File: src/rtl/fifo_rd_pkg.sv
// Shared definitions for the FIFO read-burst controller and its skid buffer.
package fifo_rd_pkg;

  typedef enum logic [1:0] {
    IDLE  = 2'd0,
    WAIT  = 2'd1,
    READ  = 2'd2,
    DRAIN = 2'd3
  } state_t;

  localparam int SKID_DEPTH = 4;
  localparam int SKID_PTR_W = $clog2(SKID_DEPTH);
  localparam int SKID_OCC_W = SKID_PTR_W + 1;

  // A new read may be issued only while buffered plus in-flight words stay at
  // or below this level. That leaves room for the word still on the FIFO q
  // bus, so a stalled sink can never overflow the skid.
  localparam int SKID_ISSUE_LIMIT = 2;

endpackage

File: src/rtl/fifo_rd_skid.sv
// Four-entry skid buffer between the FIFO q bus and the downstream stream.
module fifo_rd_skid
  import fifo_rd_pkg::*;
#(
  parameter int DATA_W = 8
) (
  input  logic                  clk,
  input  logic                  rst,
  input  logic                  push,
  input  logic [DATA_W-1:0]     push_data,
  input  logic                  pop,
  output logic [DATA_W-1:0]     head,
  output logic                  head_valid,
  output logic [SKID_OCC_W-1:0] occ
);

  logic [DATA_W-1:0]     mem [SKID_DEPTH];
  logic [SKID_PTR_W-1:0] wr_ptr;
  logic [SKID_PTR_W-1:0] rd_ptr;
  logic [SKID_OCC_W-1:0] count;
  logic                  do_push;
  logic                  do_pop;

  assign do_pop  = pop && (count != '0);
  assign do_push = push && ((count != SKID_OCC_W'(SKID_DEPTH)) || do_pop);

  // Storage array; contents need no reset because the head is masked when empty.
  always_ff @(posedge clk) begin
    if (do_push) begin
      mem[wr_ptr] <= push_data;
    end
  end

  // Pointers and occupancy, cleared by reset so buffered words are discarded.
  always_ff @(posedge clk) begin
    if (rst) begin
      wr_ptr <= '0;
      rd_ptr <= '0;
      count  <= '0;
    end else begin
      if (do_push) begin
        wr_ptr <= wr_ptr + SKID_PTR_W'(1);
      end
      if (do_pop) begin
        rd_ptr <= rd_ptr + SKID_PTR_W'(1);
      end
      count <= count + SKID_OCC_W'(do_push) - SKID_OCC_W'(do_pop);
    end
  end

  assign head_valid = (count != '0);
  assign head       = head_valid ? mem[rd_ptr] : '0;
  assign occ        = count;

endmodule

File: src/rtl/fifo_rd_ctrl.sv
// Burst read controller: drains a dual-clock-style FIFO read port into a
// valid/ready stream through a small skid buffer.
//
// state | meaning
// IDLE  | disabled, nothing in progress
// WAIT  | enabled, waiting for the start trigger (rdfull or level threshold)
// READ  | issuing rdreq while the FIFO has data and the skid has room
// DRAIN | no new reads; waiting for in-flight and buffered words to leave
module fifo_rd_ctrl
  import fifo_rd_pkg::*;
#(
  parameter int DATA_W    = 8,
  parameter int ADDR_W    = 8,
  parameter int MODE      = 0,
  parameter int THRESH    = 128,
  parameter int BURST_LEN = 0
) (
  input  logic              clk,
  input  logic              rst,
  input  logic              en,
  input  logic [DATA_W-1:0] data,
  input  logic              rdfull,
  input  logic              rdempty,
  input  logic [ADDR_W:0]   rdusedw,
  output logic              rdreq,
  output logic [DATA_W-1:0] dout,
  output logic              dout_valid,
  input  logic              dout_ready,
  output logic              busy,
  output logic              burst_done,
  output logic [15:0]       word_cnt
);

  localparam logic [ADDR_W:0] THRESH_LVL = (ADDR_W + 1)'(THRESH);
  localparam logic [15:0]     BURST_MAX  = 16'(BURST_LEN);
  localparam bit              LEN_LIMIT  = (BURST_LEN > 0);

  state_t                state_q;
  state_t                state_d;
  logic                  rd_pend;
  logic [15:0]           burst_cnt;
  logic [SKID_OCC_W-1:0] occ;
  logic [SKID_OCC_W-1:0] pending_words;
  logic                  room;
  logic                  trigger;
  logic                  len_hit;
  logic                  last_req;
  logic                  xfer;

  assign trigger       = (MODE == 0) ? rdfull : (rdusedw >= THRESH_LVL);
  assign pending_words = occ + SKID_OCC_W'(rd_pend);
  assign room          = (pending_words <= SKID_OCC_W'(SKID_ISSUE_LIMIT));
  assign len_hit       = LEN_LIMIT && (burst_cnt >= BURST_MAX);
  assign rdreq         = (state_q == READ) && en && !rdempty && room && !len_hit;
  assign last_req      = LEN_LIMIT && rdreq && (burst_cnt == BURST_MAX - 16'd1);
  assign xfer          = dout_valid && dout_ready;
  assign busy          = (state_q == READ) || (state_q == DRAIN);

  // State register.
  always_ff @(posedge clk) begin
    if (rst) begin
      state_q <= IDLE;
    end else begin
      state_q <= state_d;
    end
  end

  // Next-state decode; burst_done marks the DRAIN exit cycle.
  always_comb begin
    state_d    = state_q;
    burst_done = 1'b0;
    case (state_q)
      IDLE: begin
        if (en) state_d = WAIT;
      end
      WAIT: begin
        if (!en)          state_d = IDLE;
        else if (trigger) state_d = READ;
      end
      READ: begin
        if (!en || rdempty || len_hit || last_req) state_d = DRAIN;
      end
      DRAIN: begin
        if (!rd_pend && (occ == '0)) begin
          burst_done = 1'b1;
          state_d    = en ? WAIT : IDLE;
        end
      end
      default: state_d = IDLE;
    endcase
  end

  // A read issued this cycle returns data on the next; reset drops it.
  always_ff @(posedge clk) begin
    if (rst) begin
      rd_pend <= 1'b0;
    end else begin
      rd_pend <= rdreq;
    end
  end

  // Reads issued in the current burst; restarts while waiting for a trigger.
  always_ff @(posedge clk) begin
    if (rst) begin
      burst_cnt <= '0;
    end else if (state_q == WAIT) begin
      burst_cnt <= '0;
    end else if (rdreq) begin
      burst_cnt <= burst_cnt + 16'd1;
    end
  end

  // Delivered-word counter, free-running and wrapping.
  always_ff @(posedge clk) begin
    if (rst) begin
      word_cnt <= '0;
    end else if (xfer) begin
      word_cnt <= word_cnt + 16'd1;
    end
  end

  fifo_rd_skid #(
    .DATA_W (DATA_W)
  ) u_skid (
    .clk        (clk),
    .rst        (rst),
    .push       (rd_pend),
    .push_data  (data),
    .pop        (xfer),
    .head       (dout),
    .head_valid (dout_valid),
    .occ        (occ)
  );

endmodule

File: config.mk
export PLATFORM = sky130hd
export DESIGN_NAME = fifo_rd_ctrl
export DESIGN_NICKNAME = d
export VERILOG_FILES = /design/src/rtl/fifo_rd_pkg.sv /design/src/rtl/fifo_rd_skid.sv /design/src/rtl/fifo_rd_ctrl.sv
export SDC_FILE = /design/constraint.sdc
export NUM_CORES = 1
export LEC_CHECK = 0
export ABC_AREA = 1
export ABC_CLOCK_PERIOD_IN_PS = 4260
export CAP_MARGIN = 20
export CORE_ASPECT_RATIO = 0.9
export CORE_MARGIN = 2
export CORE_UTILIZATION = 56
export DETAILED_ROUTE_END_ITERATION = 6
export PLACE_DENSITY = 0.83
export SYNTH_ARGS = -nofsm -noshare
export SYNTH_HDL_FRONTEND = slang
export SYNTH_SLANG_ARGS = --single-unit
File: constraint.sdc
create_clock -name clk -period 4.26 [get_ports clk]
set_input_delay 0.639 -clock clk [delete_from_list [all_inputs] [get_ports clk]]
set_output_delay 0.639 -clock clk [all_outputs]
set_load 0.05 [all_outputs]
### Yosys cells after proc, flatten, opt, wreduce, memory -nomap -nowiden

Memory sizes are Yosys's and may differ from the RTL's. A register that Yosys moved wholly into a read port is not among the register bits.
Cells that the tools add are included.
W data, S select, Z words.

* flip-flop bits (word level): 26
* RAM bits: 32
* input bits: 23
* memories kept: 1

* add/subtract/negate cells: 6
* order comparisons: 1
* eq/ne operators: 8
* multiplexer cells: 14
* reduce and logical (&&, ||, !) cells: 17

Memory list
* u_skid.mem: words 4, bits a word 8, read ports 1, clocked after Yosys merged registers in 1, wr ports 1, line fifo_rd_skid.sv:17 `logic [DATA_W-1:0] mem [SKID_DEPTH];`

Operators with widths (number)
* $add A16 B1 Y16 const B: 1
* $mux W2: 7
* $mux W8: 1
* $pmux W2 S4: 1
* $logic_and A1 B1 Y1: 7
* $add A3 B1 Y3: 2
* $ne A3 B3 Y1 const B: 2
* $mux W1: 5
* $add A2 B1 Y2 const B: 2
* $eq A2 B2 Y1 const B: 2
* $ne A2 B1 Y1 const B: 2
* $reduce_and A4 Y1: 1
* $le A3 B2 Y1 const B: 1
* $logic_not A1 Y1: 3
* $logic_not A3 Y1: 1
* $logic_or A1 B1 Y1: 3
* $reduce_bool A3 Y1: 1
* $sub A3 B1 Y3: 1
* $eq A2 B1 Y1 const B: 1
* $logic_not A2 Y1: 1
* $ne A2 B2 Y1 const B: 1

### Logic depth before layout (Yosys ltp)

Gate-level depths: netlist of the first run.

* depth after elaboration: 7
* depth in mapped cells: 10
* mapped depth without buffers: 10

### Hierarchy

From an unflattened synthesis of the first run, not the netlist that was laid out.

* cell total of the unflattened synthesis: 315
* area total of the unflattened synthesis: 2761.4 µm²

By module, submodules not included
* fifo_rd_skid: times used 1, cells each 165, area each 1739.2 µm², seq. area each 1141.1 µm²
* fifo_rd_ctrl: times used 1, cells each 150, area each 1022.2 µm², seq. area each 380.4 µm²

### Worst setup path after synthesis of the first run

Ideal clock, no wire load.

* path kind: register -> output
* from: register rd_pend
* to: output rdreq
* data arrival time: 1.946 ns
* data required time: 3.621 ns
* setup slack: 1.675 ns
* cell stages (with the launch flop): 6
* path buffers: 0
* path through: dfxtp_1 -> ha_1 -> ha_1 -> nand2_1 -> inv_1 -> nor3_1

* longest elaborated chain between the ends: 3

Ends and longest elaborated chain
* start, declared: line fifo_rd_ctrl.sv:40 `logic rd_pend;`
* start signal, assigned: line fifo_rd_ctrl.sv:98 `rd_pend <= rdreq;`
* $add A3 B1 Y3: line fifo_rd_ctrl.sv:51 `assign pending_words = occ + SKID_OCC_W'(rd_pend);`
* $le A3 B2 Y1: line fifo_rd_ctrl.sv:52 `assign room = (pending_words <= SKID_OCC_W'(SKID_ISSUE_LIMIT));`
* $logic_and A1 B1 Y1: line fifo_rd_ctrl.sv:54 `assign rdreq = (state_q == READ) && en && !rdempty && room && !len_hit;`
* end, declared: line fifo_rd_ctrl.sv:25 `output logic rdreq,`

No other way between the ends.

==> flow_summary.yaml, run 1 <==
status:
  status: "finished, final reports clean"
timing:
  slew_violations: 0
  fmax_mhz: 321.9
  final-hold-violation-count: 0
  rsz0062_at_grt: "no"
  final-setup-viol-count: 0
  whs_ns: 0.4743
  tns_ns: 0
  tightest_slew_ns: 0.8082
  worst_clock_skew_ns: 0.004812
  max_slew_margin_pct: 45.92
  fin_crit_sh_pct: 72.92
  post-route-min-period_ns: 3.106
drt:
  vias_per_cell: 5.127
  wl_mm: 5.457
  antenna_left: 0
  routedWlPerCell_um: 12.63
  vias: 2215
  first_pass_iters: 4
  drc_errors: 0
  drtIter0Drc: 148
finish:
  stdcell_count: 432
  nets: 394
  layout-drive-gt1-share_pct: 6.540
  syn_to_final_growth_pct: 22.01
  n_antenna_cell: 0
  final_area_sq_um: 3385
die:
  die_area_sq_um: 5533
  core_sq_um: 4805
  pin_count: 51
  start_util_pct: 57.73
  rows: 24
  die_y_um: 70.77
  fp.dieW_um: 78.19
synth:
  yosys_warnings: 0
  syn_area_per_cell_sq_um: 8.751
  synthSimpleGateAreaFrac_pct: 23.05
  synth_mux_area_share_pct: 0
  synth_compound_area_share_pct: 9.788
  synthXorXnorAreaFrac_pct: 0.3157
  synthesis.area_sq_um: 2774
  synth_seq_cells: 60
  syn_inst: 317
  synth_fa_ha_area_share_pct: 4.330
  yosysUniqueCellTypes: 30
  syn_nets: 349
  ys_seq_area_share_pct: 54.85
  synth_top_family_by_area: "simple AND/OR/NAND/NOR gates"
pwr:
  netSwitchingPower_uw: 640.7
  p_sw_share_pct: 38.54
  seqPwrFrac_pct: 41.0
  p_int_mw: 1.022
  ir_drop_mv: 0.4156
  clock_power_share_pct: 24.7
  power_per_cell_area_nw_per_um2: 491.2
  power_frac_comb_pct: 34.3
  p_leak_nw: 1.345
worst_setup_path:
  worst-path-max-fanout: 9
  worst-path-stages: 5
  worst-path-buf-inv: 2
  reg2reg_depth: 10
  worstPathArrival_ns: 2.47
  cp_top_family: "buffers and inverters"
  cp-start-kind: "flip-flop"
  slowest_delay_ns: 0.84
  crit_type: "reg2out"
  crit_path_end_kind: "output pin"
  cpMaxStageDelayCell: "clkdlybuf4s50_1"
  timing.critical_path.cells: "inv_1, nor2_1, o21ai_0, a21oi_1, clkdlybuf4s50_1"
  critPathRequiredTime_ns: 3.62
cts:
  h-tree-depth: 3
  clk_pin_slew_worst_paths_ns: 0.06
  cts_tree: "yes"
  cts_setup_buffers: 0
  postCtsHoldBufs: 0
  cts_sinks: 60
  root_buffer: "clkbuf_8"
  numCtsBuffers: 9
  clkLatencyLatePin_ns: 0.33
  cts_resized: 0
  cts.path.max_buffers: 2
min_path:
  hp-class: "reg2reg"
  whs_path_depth: 2
global_route:
  grt_pass1_wl_mm: 9.066
  grt_usage_pct: 21.48
  antenna_found_initial: 0
  grt_max_degree: 18
  grt_pass1_vias: 2047
  grt_overflow: 0
placement:
  gp_congestion: 0.7743
  dp_hpwl_mm: 3.704
  place_area_sq_um: 3233
  port_buffers: 41
  place_inst: 416
job:
  cap_viol_max_count: 0
-- worst paths after layout --
| path | start | end | slack, ns |
|---|---|---|---|
| setup / recovery | flip-flop | dout[0] | 1.15 |
| hold / removal | u_skid.rd_ptr[1]$_SDFFE_PP0P_ | u_skid.rd_ptr[1]$_SDFFE_PP0P_ | 0.47 |
| setup reg to reg | u_skid.occ[1]$_SDFF_PP0_ | u_skid.occ[2]$_SDFF_PP0_ | 2.12 |
| hold reg to reg | u_skid.rd_ptr[1]$_SDFFE_PP0P_ | u_skid.rd_ptr[1]$_SDFFE_PP0P_ | 0.47 |
-- registers in the layout, indices dropped and copies added (netlist names), named ones only --
signal and count:
u_skid.mem 32, word_cnt 16, u_skid.rd_ptr 2, rd_pend 1, u_skid.occ 3, state_q 1, u_skid.wr_ptr 2
-- final cells by class --
class                      instances  area [sq um]
sequential                        60          1521
fill                             371          1420
multi-input combinational        202          1040
timing repair buffer              41         410.4
inverter                          48         180.2
clock buffer                      12         135.1
tap                               65         81.33
clock inverter                     4         16.27
-- layer usage --
| metal | up-vias | part of all wire (%) | GRT usage, % |
|---|---|---|---|
| met1 | 1021 | 48 | 28.14 |
| li1 | 1125 | - | - |
| met3 | 11 | 5.0 | 7.015 |
| met4 | 0 | 1.9 | 10.33 |
| met5 | - | 0 | 0 |
| met2 | 58 | 45 | 32.57 |
-- synthesized netlist by cell type --
cell type  instances  area share, %
a21oi_1           21            3.8
inv_1             45            6.1
nand3_4            1           0.63
nor2_8             1           0.72
nand4_1            6            1.4
nor4_1             1           0.23
nor3_1             5           0.90
ha_1               8            3.6
nor2_4             1           0.41
a31oi_1            1           0.23
o21ai_1            2           0.36
o21ai_0           24            4.3
o21bai_1           2           0.54
inv_2              3           0.41
dfxtp_1           28             20
nand3_1           10            1.8
buf_2              5           0.90
edfxtp_1          32             35
nor2_1            64            8.7
clkbuf_1           2           0.27
nand2_2            3           0.68
xor2_1             1           0.32
o21a_1             2           0.54
nor3b_1            1           0.27
nand3_2            2           0.72
nor2_2             1           0.23
nand2_4            1           0.41
nor3_2             1           0.36
nand2_1           42            5.7
fa_1               1           0.72
-- tightest hold or removal path: stages (launching register included) --
cell and delay (ns):
dfxtp_1 0.30, inv_1 0.07, a21oi_1 0.06
-- power by group through the flow --
stage	clock network, mW	registers [mW]	logic [mW]
after floorplan	0	0.694	0.395
after global placement	0	0.693	0.555
after detailed placement	0	0.695	0.567
after CTS	0.412	0.683	0.570
after global routing	0.440	0.689	0.614
final	0.410	0.682	0.570
-- cell usage in the layout, fill, tap and decap left out --
cell / netlist / layout
inv_2: 3 / 3
nor3_1: 5 / 5
clkinv_1: 0 / 3
nor3_2: 1 / 1
nor3b_1: 1 / 1
nand3_1: 10 / 10
clkinv_2: 0 / 1
a21oi_1: 21 / 21
edfxtp_1: 32 / 32
nor2_4: 1 / 1
inv_1: 45 / 45
fa_1: 1 / 1
nand3_2: 2 / 2
nand4_1: 6 / 6
nor4_1: 1 / 1
nand3_4: 1 / 1
xor2_1: 1 / 1
nor2_1: 64 / 64
nand2_2: 3 / 3
clkdlybuf4s50_1: 0 / 41
o21bai_1: 2 / 2
clkbuf_8: 0 / 9
nor2_8: 1 / 1
ha_1: 8 / 8
dfxtp_1: 28 / 28
clkbuf_1: 2 / 3
o21ai_0: 24 / 24
nand2_1: 42 / 42
o21a_1: 2 / 2
nor2_2: 1 / 1
a31oi_1: 1 / 1
nand2_4: 1 / 1
o21ai_1: 2 / 2
-- per-stage QoR --
stage          total power [mW]  utilization, %  worst slack [ns]
5_1_grt                   1.743           70.44            0.9858
6_report                  1.662           70.44             1.154
4_1_cts                   1.665           70.44             1.154
2_1_floorplan             1.088               -             1.675
3_3_place_gp              1.248           67.29             1.290
3_5_place_dp              1.261           67.29             1.282
-- kinds of logic after synthesis --
logic type	after synthesis
flops	60
simple gates	140
buf+inv	55
xor+xnor	1
compound gates	52
fa+ha+maj	9
No activity file was read; power rests on OpenSTA's default activity.
==> run 2: changes to the inputs <==
--- a/config.mk
+++ b/config.mk
@@ -6,13 +6,13 @@
 export NUM_CORES = 1
 export LEC_CHECK = 0
 export ABC_AREA = 1
-export ABC_CLOCK_PERIOD_IN_PS = 4260
+export ABC_CLOCK_PERIOD_IN_PS = 2770
 export CAP_MARGIN = 20
 export CORE_ASPECT_RATIO = 0.9
 export CORE_MARGIN = 2
-export CORE_UTILIZATION = 56
+export CORE_UTILIZATION = 47
 export DETAILED_ROUTE_END_ITERATION = 6
-export PLACE_DENSITY = 0.83
+export PLACE_DENSITY = 0.74
 export SYNTH_ARGS = -nofsm -noshare
 export SYNTH_HDL_FRONTEND = slang
 export SYNTH_SLANG_ARGS = --single-unit
==> constraint.sdc (replaced) <==
create_clock -name clk -period 2.77 [get_ports clk]
set_input_delay 0.4155 -clock clk [delete_from_list [all_inputs] [get_ports clk]]
set_output_delay 0.4155 -clock clk [all_outputs]
set_load 0.05 [all_outputs]
==> run 2 against run 1 <==
  * Clock power rose by 92%
  * Worst setup slack worse by 0.96 ns
  * Count of clock-buffer cells in the layout did not move
  * Highest routed layer unchanged
  * Clock skew is 0.0027 ns higher
==> flow_summary.yaml, run 2 (synthesized netlist as in run 1, its figures left out) <==
status:
  status: "finished, final reports clean"
drt:
  vias_per_cell: 4.948
  first_pass_iters: 5
  wl_mm: 5.462
  vias: 2192
  drtIter0Drc: 126
  drc_errors: 0
  routedWlPerCell_um: 12.33
  antenna_left: 0
die:
  core_sq_um: 5693
  die_y_um: 76.88
  start_util_pct: 48.73
  rows: 26
  pin_count: 51
  fp.dieW_um: 84.98
  die_area_sq_um: 6533
finish:
  layout-drive-gt1-share_pct: 9.651
  largest_reg_flops: 32
  syn_to_final_growth_pct: 26.16
  final_area_sq_um: 3500
  layout_common_cells: "nor2_1, inv_1, nand2_1"
  n_antenna_cell: 0
  largest-register: "u_skid.mem"
  final_common_cell: "nor2_1"
  nets: 400
timing:
  worst_clock_skew_ns: 0.007510
  tightest_slew_ns: 0.5203
  max_slew_margin_pct: 65.28
  final-hold-violation-count: 0
  tns_ns: 0
  slew_violations: 0
  fin_crit_sh_pct: 93.04
  final-setup-viol-count: 0
  post-route-min-period_ns: 2.577
  whs_ns: 0.4739
  fmax_mhz: 388.0
  rsz0062_at_grt: "no"
global_route:
  grt_max_degree: 18
  grt_usage_pct: 18.56
  grt_overflow: 0
  antenna_found_initial: 0
  grt_pass1_vias: 2181
  grt_pass1_wl_mm: 9.480
worst_setup_path:
  r2r_end: "u_skid.occ[2]$_SDFF_PP0_"
  rrSetupSlack_ns: 0.65
  crit_type: "reg2out"
  worst-path-stages: 5
  cpMaxStageDelayCell: "clkdlybuf4s50_1"
  worst-path-buf-inv: 3
  cp_common_cell: "inv_1"
  cp_top_family: "buffers and inverters"
  cp-start-kind: "flip-flop"
  crit_path_end_kind: "output pin"
  r2r_start: "u_skid.occ[1]$_SDFF_PP0_"
  critPathRequiredTime_ns: 2.35
  reg2reg_depth: 10
  slowest_delay_ns: 0.81
  worstPathArrival_ns: 2.16
  timing.critical_path.cells: "inv_1, nand3_4, inv_1, a21oi_1, clkdlybuf4s50_1"
  worst-path-max-fanout: 8
cts:
  cts_sinks: 60
  numCtsBuffers: 9
  clkLatencyLatePin_ns: 0.33
  h-tree-depth: 3
  cts.path.max_buffers: 2
  clk_pin_slew_worst_paths_ns: 0.06
  root_buffer: "clkbuf_8"
  cts_tree: "yes"
min_path:
  hp-class: "reg2reg"
  min_from: "u_skid.rd_ptr[1]$_SDFFE_PP0P_"
  whs_path_depth: 2
pwr:
  ir_drop_mv: 0.5524
  power_per_cell_area_nw_per_um2: 773.0
  p_leak_nw: 1.493
placement:
  place_area_sq_um: 3282
  dp_hpwl_mm: 3.770
  port_buffers: 41
  gp_congestion: 0.8105
job:
  cap_viol_max_count: 0
==> run 2: changes by cell type in the layout (fill, tap and decap cells not counted) <==
cell	change
buf_4	+7
bufinv_16	+1
clkbuf_1	-2
clkbuf_8	+2
clkdlybuf4s50_1	-7
clkinv_1	-3
clkinv_2	+1
clkinvlp_4	+1
dlymetal6s2s_1	+6
==> run 2: cell type report <==
type / count / area (sq um)
clock buffer: 12 / 155.1
clock inverter: 4 / 47.55
fill: 477 / 2193
inverter: 48 / 180.2
multi-input combinational: 202 / 1040
sequential: 60 / 1521
tap: 70 / 87.58
timing repair buffer: 47 / 467.9
==> run 2: per-layer routing <==
layer  GRT usage (%)  share of wire [%]  wire length (um)  up-vias
li1                -                  -                 -     1136
met1           22.06                 47              2548     1008
met2           30.94                 48              2640       46
met3           6.781                4.5               246        2
met4           6.349               0.49                27        0
met5               0                  0                 0        -
==> run 2: tightest hold or removal path: cells and delay by family, from the launching register on <==
kind / cells / cell delay, ns
flops: 1 / 0.30
buf+inv: 1 / 0.07
compound gates: 1 / 0.06
==> run 2: worst max path at each step <==
stage	from	end	slack, ns
CTS	flip-flop	dout[6]	0.01
detailed placement	dout_ready	u_skid.occ[2]$_SDFF_PP0_	0.23
floorplan	rd_pend$_SDFF_PP0_	rdreq	0.41
global route	u_skid.occ[1]$_SDFF_PP0_	dout[0]	0.02
global placement	dout_ready	u_skid.occ[2]$_SDFF_PP0_	0.28
finish	u_skid.occ[1]$_SDFF_PP0_	dout[3]	0.19
==> run 2: power by group <==
part / switching, mW / leakage, nW / internal (mW)
Clock: 0.326 / 0.102 / 0.461
Combinational: 0.606 / 0.876 / 0.279
Sequential: 0.0537 / 0.515 / 0.979
==> run 2: per-stage QoR <==
step / setup slack [ns] / instances / total power, mW / util (%)
global placement: 0.2810 / 427 / 1.933 / 57.65
CTS: 0.01065 / 443 / 2.740 / 61.21
finish: 0.1927 / 443 / 2.705 / 61.47
detailed placement: 0.2266 / 427 / 1.949 / 57.65
global route: 0.01818 / 443 / 2.852 / 61.47
floorplan: 0.4086 / 317 / 1.674 / -
==> run 2: what timing repair did <==
item                       CTS  global route
setup buffers                0             0
hold buffers                 0             0
resized for setup            0             6
setup endpoints to repair    0             6
